$ cat src/rtl/round_timer_ctrl.sv
// ---------------------------------------------------------------------------
// round_timer_ctrl
//   Game-round countdown controller. Consumes the one-cycle tick from the
//   1 Hz divider and counts the remaining seconds down from START_SEC.
//   Each wrong-answer event deducts PENALTY_SEC seconds. The remaining time
//   is also presented as BCD digits for the HEX display. The block enables
//   the divider while running and pulses its reset on every start/restart,
//   so the first second of a round is always a full second.
//
// Ports
//   clock       in   1  system clock
//   reset       in   1  synchronous, active-high
//   tick        in   1  one-cycle pulse from the 1 Hz divider
//   start       in   1  level key; a rising edge starts/restarts the round
//   pause       in   1  level key; a rising edge toggles RUN <-> PAUSED
//   penalty     in   1  level; a rising edge is one penalty event
//   div_enable  out  1  divider enable, high while in RUN
//   div_reset   out  1  one-cycle divider reload pulse on start/restart
//   secs        out  7  remaining seconds, binary 0..99
//   sec_tens    out  4  BCD tens digit of secs
//   sec_ones    out  4  BCD ones digit of secs
//   state       out  2  00 IDLE, 01 RUN, 10 PAUSED, 11 EXPIRED
//   time_up     out  1  one-cycle pulse on entry to EXPIRED
// ---------------------------------------------------------------------------
module round_timer_ctrl #(
    parameter int START_SEC   = 30,
    parameter int PENALTY_SEC = 2
) (
    input  logic       clock,
    input  logic       reset,
    input  logic       tick,
    input  logic       start,
    input  logic       pause,
    input  logic       penalty,
    output logic       div_enable,
    output logic       div_reset,
    output logic [6:0] secs,
    output logic [3:0] sec_tens,
    output logic [3:0] sec_ones,
    output logic [1:0] state,
    output logic       time_up
);

    typedef enum logic [1:0] {
        IDLE    = 2'b00,
        RUN     = 2'b01,
        PAUSED  = 2'b10,
        EXPIRED = 2'b11
    } state_t;

    // Saturating subtract: the remaining time bottoms out at zero and can
    // never wrap around to a large value.
    function automatic logic [6:0] sat_sub(input logic [6:0] a, input logic [7:0] d);
        if (d >= {1'b0, a}) begin
            return 7'd0;
        end
        return a - d[6:0];
    endfunction

    state_t     state_q, state_d;
    logic [6:0] secs_q, secs_d;
    logic       div_reset_q, div_reset_d;
    logic       time_up_q, time_up_d;

    // Key history; preset to 1 on reset so a key held through reset is not
    // seen as a fresh press when reset is released.
    logic       start_q, pause_q, penalty_q;
    logic       evt_start, evt_pause, evt_penalty;
    logic [7:0] dec;

    assign evt_start   = start   & ~start_q;
    assign evt_pause   = pause   & ~pause_q;
    assign evt_penalty = penalty & ~penalty_q;

    // 8 bits so a tick plus the largest penalty cannot overflow.
    assign dec = {7'd0, tick} + (evt_penalty ? 8'(PENALTY_SEC) : 8'd0);

    always_comb begin
        state_d     = state_q;
        secs_d      = secs_q;
        div_reset_d = 1'b0;
        time_up_d   = 1'b0;

        if (evt_start) begin
            // Start wins over everything else in the same cycle.
            state_d     = RUN;
            secs_d      = 7'(START_SEC);
            div_reset_d = 1'b1;
        end else begin
            case (state_q)
                RUN: begin
                    if (evt_pause) begin
                        state_d = PAUSED;
                    end
                    // Expiry is evaluated after pause so it takes precedence.
                    if (dec >= {1'b0, secs_q}) begin
                        state_d   = EXPIRED;
                        time_up_d = 1'b1;
                    end
                    secs_d = sat_sub(secs_q, dec);
                end
                PAUSED: begin
                    if (evt_pause) begin
                        state_d = RUN;
                    end
                end
                default: begin
                    state_d = state_q;
                end
            endcase
        end
    end

    // Register stage: state, count, and one-cycle control pulses.
    always_ff @(posedge clock) begin
        if (reset) begin
            state_q     <= IDLE;
            secs_q      <= 7'(START_SEC);
            div_reset_q <= 1'b0;
            time_up_q   <= 1'b0;
            start_q     <= 1'b1;
            pause_q     <= 1'b1;
            penalty_q   <= 1'b1;
        end else begin
            state_q     <= state_d;
            secs_q      <= secs_d;
            div_reset_q <= div_reset_d;
            time_up_q   <= time_up_d;
            start_q     <= start;
            pause_q     <= pause;
            penalty_q   <= penalty;
        end
    end

    assign state      = state_q;
    assign secs       = secs_q;
    assign div_reset  = div_reset_q;
    assign time_up    = time_up_q;
    assign div_enable = (state_q == RUN);
    assign sec_tens   = 4'(secs_q / 7'd10);
    assign sec_ones   = 4'(secs_q % 7'd10);

endmodule

$ cat config.mk
export PLATFORM = sky130hd
export DESIGN_NAME = round_timer_ctrl
export DESIGN_NICKNAME = d
export VERILOG_FILES = /design/src/rtl/round_timer_ctrl.sv
export SDC_FILE = /design/constraint.sdc
export NUM_CORES = 1
export LEC_CHECK = 0
export ABC_AREA = 1
export CORE_MARGIN = 3
export CORE_UTILIZATION = 46
export CTS_BUF_LIST = sky130_fd_sc_hd__clkbuf_4
export CTS_CLUSTER_DIAMETER = 100
export CTS_CLUSTER_SIZE = 20
export DETAILED_ROUTE_END_ITERATION = 6
export PLACE_DENSITY_LB_ADDON = 0.15
export SYNTH_ARGS = -nofsm -noshare
export SYNTH_HDL_FRONTEND = slang
export SYNTH_SLANG_ARGS = --single-unit
$ cat constraint.sdc
create_clock -name clock -period 2.84 [get_ports clock]
set_input_delay 0.568 -clock clock [delete_from_list [all_inputs] [get_ports clock]]
set_output_delay 0.568 -clock clock [all_outputs]
set_load 0.03 [all_outputs]
==> results by group <==
Status
  – Status: complete, but fails checks
  – Failing checks: setup timing

Placed design
  – Hpwl dp: 1820 um
  – Placed Cells: 202
  – Post-Place Setup Slack: -0.0265 ns
  – Port Buffer Count: 25
  – Routability cong.: 0.787
  – Placed inst area: 1350 um2

Finish
  – Most frequent cells in the layout: 23 x inv_1, 20 x nand2_1, 20 x clkdlybuf4s50_1, 18 x buf_4, 12 x nand2_2
  – Non-filler cells in the finished layout: 224
  – Post-route cell area: 1670 um2
  – Antenna Diode Count: 0
  – Commonest non-fill, non-tap cell in the layout: inv_1
  – Fill cells: 153
  – Share of layout cells above drive strength 1: 0.371
  – Layout Nets: 210
  – Area Overhead vs Synth: 56.8%

Global route
  – Overall global routing resource usage: 0.198
  – Largest net degree at the start of global routing: 9
  – Total gr overflow: 0
  – First-pass GRT wire length: 4250 um
  – Initial antenna violation count: 0
  – Vias in the first global route: 1044

CTS
  – Max Root-Sink Buffers: 2
  – Clock sinks: 14
  – Clk_lat worst skew: 0.28 ns
  – CTS Buf Count: 3
  – Clock transition at path regs: 0.09 ns
  – CTS H-tree depth: 1
  – Root Driver: clkbuf_4
  – CTS tree: yes

Logic synthesis
  – Area of the mapped netlist: 1060 um2
  – Post-Synth Simple-Gate Area: 0.417
  – Syn. warnings: 0
  – Netlist cell types: 23
  – Post-synth top area cell: dfxtp_1
  – Post-synthesis mux area share: 0
  – Syn_nets: 163
  – Synthesized flop and latch total: 14
  – Compound-Gate Fraction of Synth Area: 0.105
  – Synth Area per Inst: 7.05 um2
  – Synth Area in Adders: 0.0776
  – Syn Inst Count: 151
  – Synth top area cells: dfxtp_1 26%, nand2_1 11%, inv_1 9.2%
  – Sequential fraction of the synthesis area: 0.263
  – Xor-xnor portion of the synthesized cell area: 0.0247
  – Combinational family with the most area after synthesis: simple AND/OR/NAND/NOR gates
  – Top cell type's share of synthesized area: 0.263

Drt
  – Pre-antenna DRT Iters: 4
  – Antenna Nets Post-Route: 0
  – Total number of vias: 1158
  – DRT iter0 DRCs: 14
  – Final wirelength: 2860 um
  – Drc violations: 0
  – Via density: 5.17
  – Routed length per placed instance: 12.8 um

Worst setup path
  – Slowest cell on the critical path: dfxtp_4
  – Crit-path cells: inv_4, nand3_4, nand3_4, nand2_4, nand3_1, nand2_4, inv_4, nand2_4, nand2_4, nand2_4, nand2_4, inv_2, ha_4, inv_4, buf_6, nand2_2, nand2_2, nand2_2, nand2_2, buf_6
  – Crit path max-delay family: simple AND/OR/NAND/NOR gates
  – Critical path class: reg -> out
  – Worst-case reg-to-reg path depth: 11
  – Req. time, crit path: 2.27 ns
  – Crit start category: register
  – WP depth: 20
  – Most frequent CP cell: nand2_4
  – Critical Path Fanout Max: 5
  – Crit path buffers/inverters: 6
  – WP data arrival: 2.28 ns
  – Worst Setup End Kind: primary output
  – Largest stage delay, worst path: 0.40 ns

Die
  – Site Rows: 16
  – Die height: 54.1 um
  – DIE AREA: 2930 um2
  – Starting Density: 0.511
  – Ports: 26
  – Total core area: 2080 um2
  – Die X: 54.1 um

Power and ir drop
  – Comb pwr share: 0.554
  – Flop pwr share: 0.299
  – P_sw: 0.344 mW
  – Power share of the clock group: 0.148
  – VDD IR max: 0.000448 V
  – Total power: 0.795 mW
  – Sw Ratio: 0.433
  – Internal power: 0.451 mW
  – PwrDens: 476 nW/um2
  – Static Leak: 0.783 nW

STA
  – Hold Fails Final Rpt: 0
  – Clock Skew: 0.00612 ns
  – Setup ws final: -0.00887 ns
  – Period minus WS final: 2.85 ns
  – Final setup viols: 2
  – Tcrit/Tclk final: 1.00
  – RSZ-0062 raised after global routing: true
  – Transition time of the tightest slew-check pin: 0.350 ns
  – Relative slew slack: 0.765
  – Setup TNS Final: -0.0113 ns
  – Max-slew violations: 0
  – Max Fclk: 351 MHz

Worst hold path
  – Hold-critical path depth: 3
  – HP Class: reg -> reg

Job
  – Max-cap viol count: 0
power by group through the flow:
stage	registers, mW	clock network [mW]	logic, mW
after floorplan	0.275	0	0.233
after global placement	0.243	0	0.374
after detailed placement	0.243	0	0.382
after CTS	0.238	0.120	0.428
after global routing	0.243	0.130	0.483
final	0.237	0.117	0.440
layout make-up:
cell class                 count  area, um2  share of cell area
multi-input combinational    106        798               0.478
timing repair buffer          43        393               0.235
sequential                    14        293               0.175
inverter                      30        125              0.0750
tap                           27       33.8              0.0202
clock inverter                 1       3.75             0.00225
clock buffer                   3       22.5              0.0135
metrics by stage:
step	hold WS [ns]	utilization
floorplan	0.470	-
finish	0.512	0.802
global placement	0.496	0.648
CTS	0.509	0.749
global route	0.560	0.802
detailed placement	0.494	0.648
synth_stat cells, drive strengths merged:
| master | count |
|---|---|
| nand2 | 43 |
| inv | 30 |
| nand3 | 17 |
| dfxtp | 14 |
| nor2 | 11 |
| o21ai | 8 |
| a21oi | 6 |
| ha | 5 |
| nand4 | 4 |
| nor3 | 3 |
| o211ai | 3 |
| xor2 | 3 |
| buf | 1 |
| fa | 1 |
| o21a | 1 |
| or2 | 1 |
sequential cells by signal, indices dropped and copies added (netlist names):
| name | count |
|---|---|
| penalty_q | 1 |
| start_q | 1 |
| state | 2 |
| secs | 7 |
| div_reset | 1 |
| time_up | 1 |
| pause_q | 1 |
layer usage:
metal,vias to the layer above,share of wire,track usage
li1,578,-,-
met1,541,0.42,0.212
met2,32,0.52,0.383
met3,7,0.035,0.0194
met4,0,0.021,0.0871
met5,-,0,0
kinds of logic (layout without fill, tap and decap cells):
kind of cell    Yosys count  count (layout)
compound gates           18              18
xor+xnor                  3               3
fa+ha+maj                 6               6
buf+inv                  31              77
flops                    14              14
simple gates             79              79
worst paths after layout:
| path | from | end | slack, ns |
|---|---|---|---|
| setup / recovery | secs[4] | sec_ones[3] | -0.009 |
| hold / removal | start_q | div_reset | 0.51 |
| setup reg to reg | penalty_q | state[0] | 0.73 |
| hold reg to reg | start_q | div_reset | 0.51 |
what timing repair did:
action,in CTS,in global routing
resized for setup,23,17
pin swaps,8,13
setup buffers,13,5
endpoints found under the setup margin,4,5
hold buffers,0,0
worst reg2reg max path: stages, from the launching register on:
cell,delay (ns)
dfxtp_1,0.30
or2_2,0.31
ha_1,0.28
nand2_1,0.06
o21ai_0,0.23
o21ai_0,0.13
nand2_1,0.12
nand2_1,0.07
a21oi_1,0.16
nor2_1,0.09
o211ai_1,0.17
nand2_1,0.07
Power figures use the tool's default switching activity.
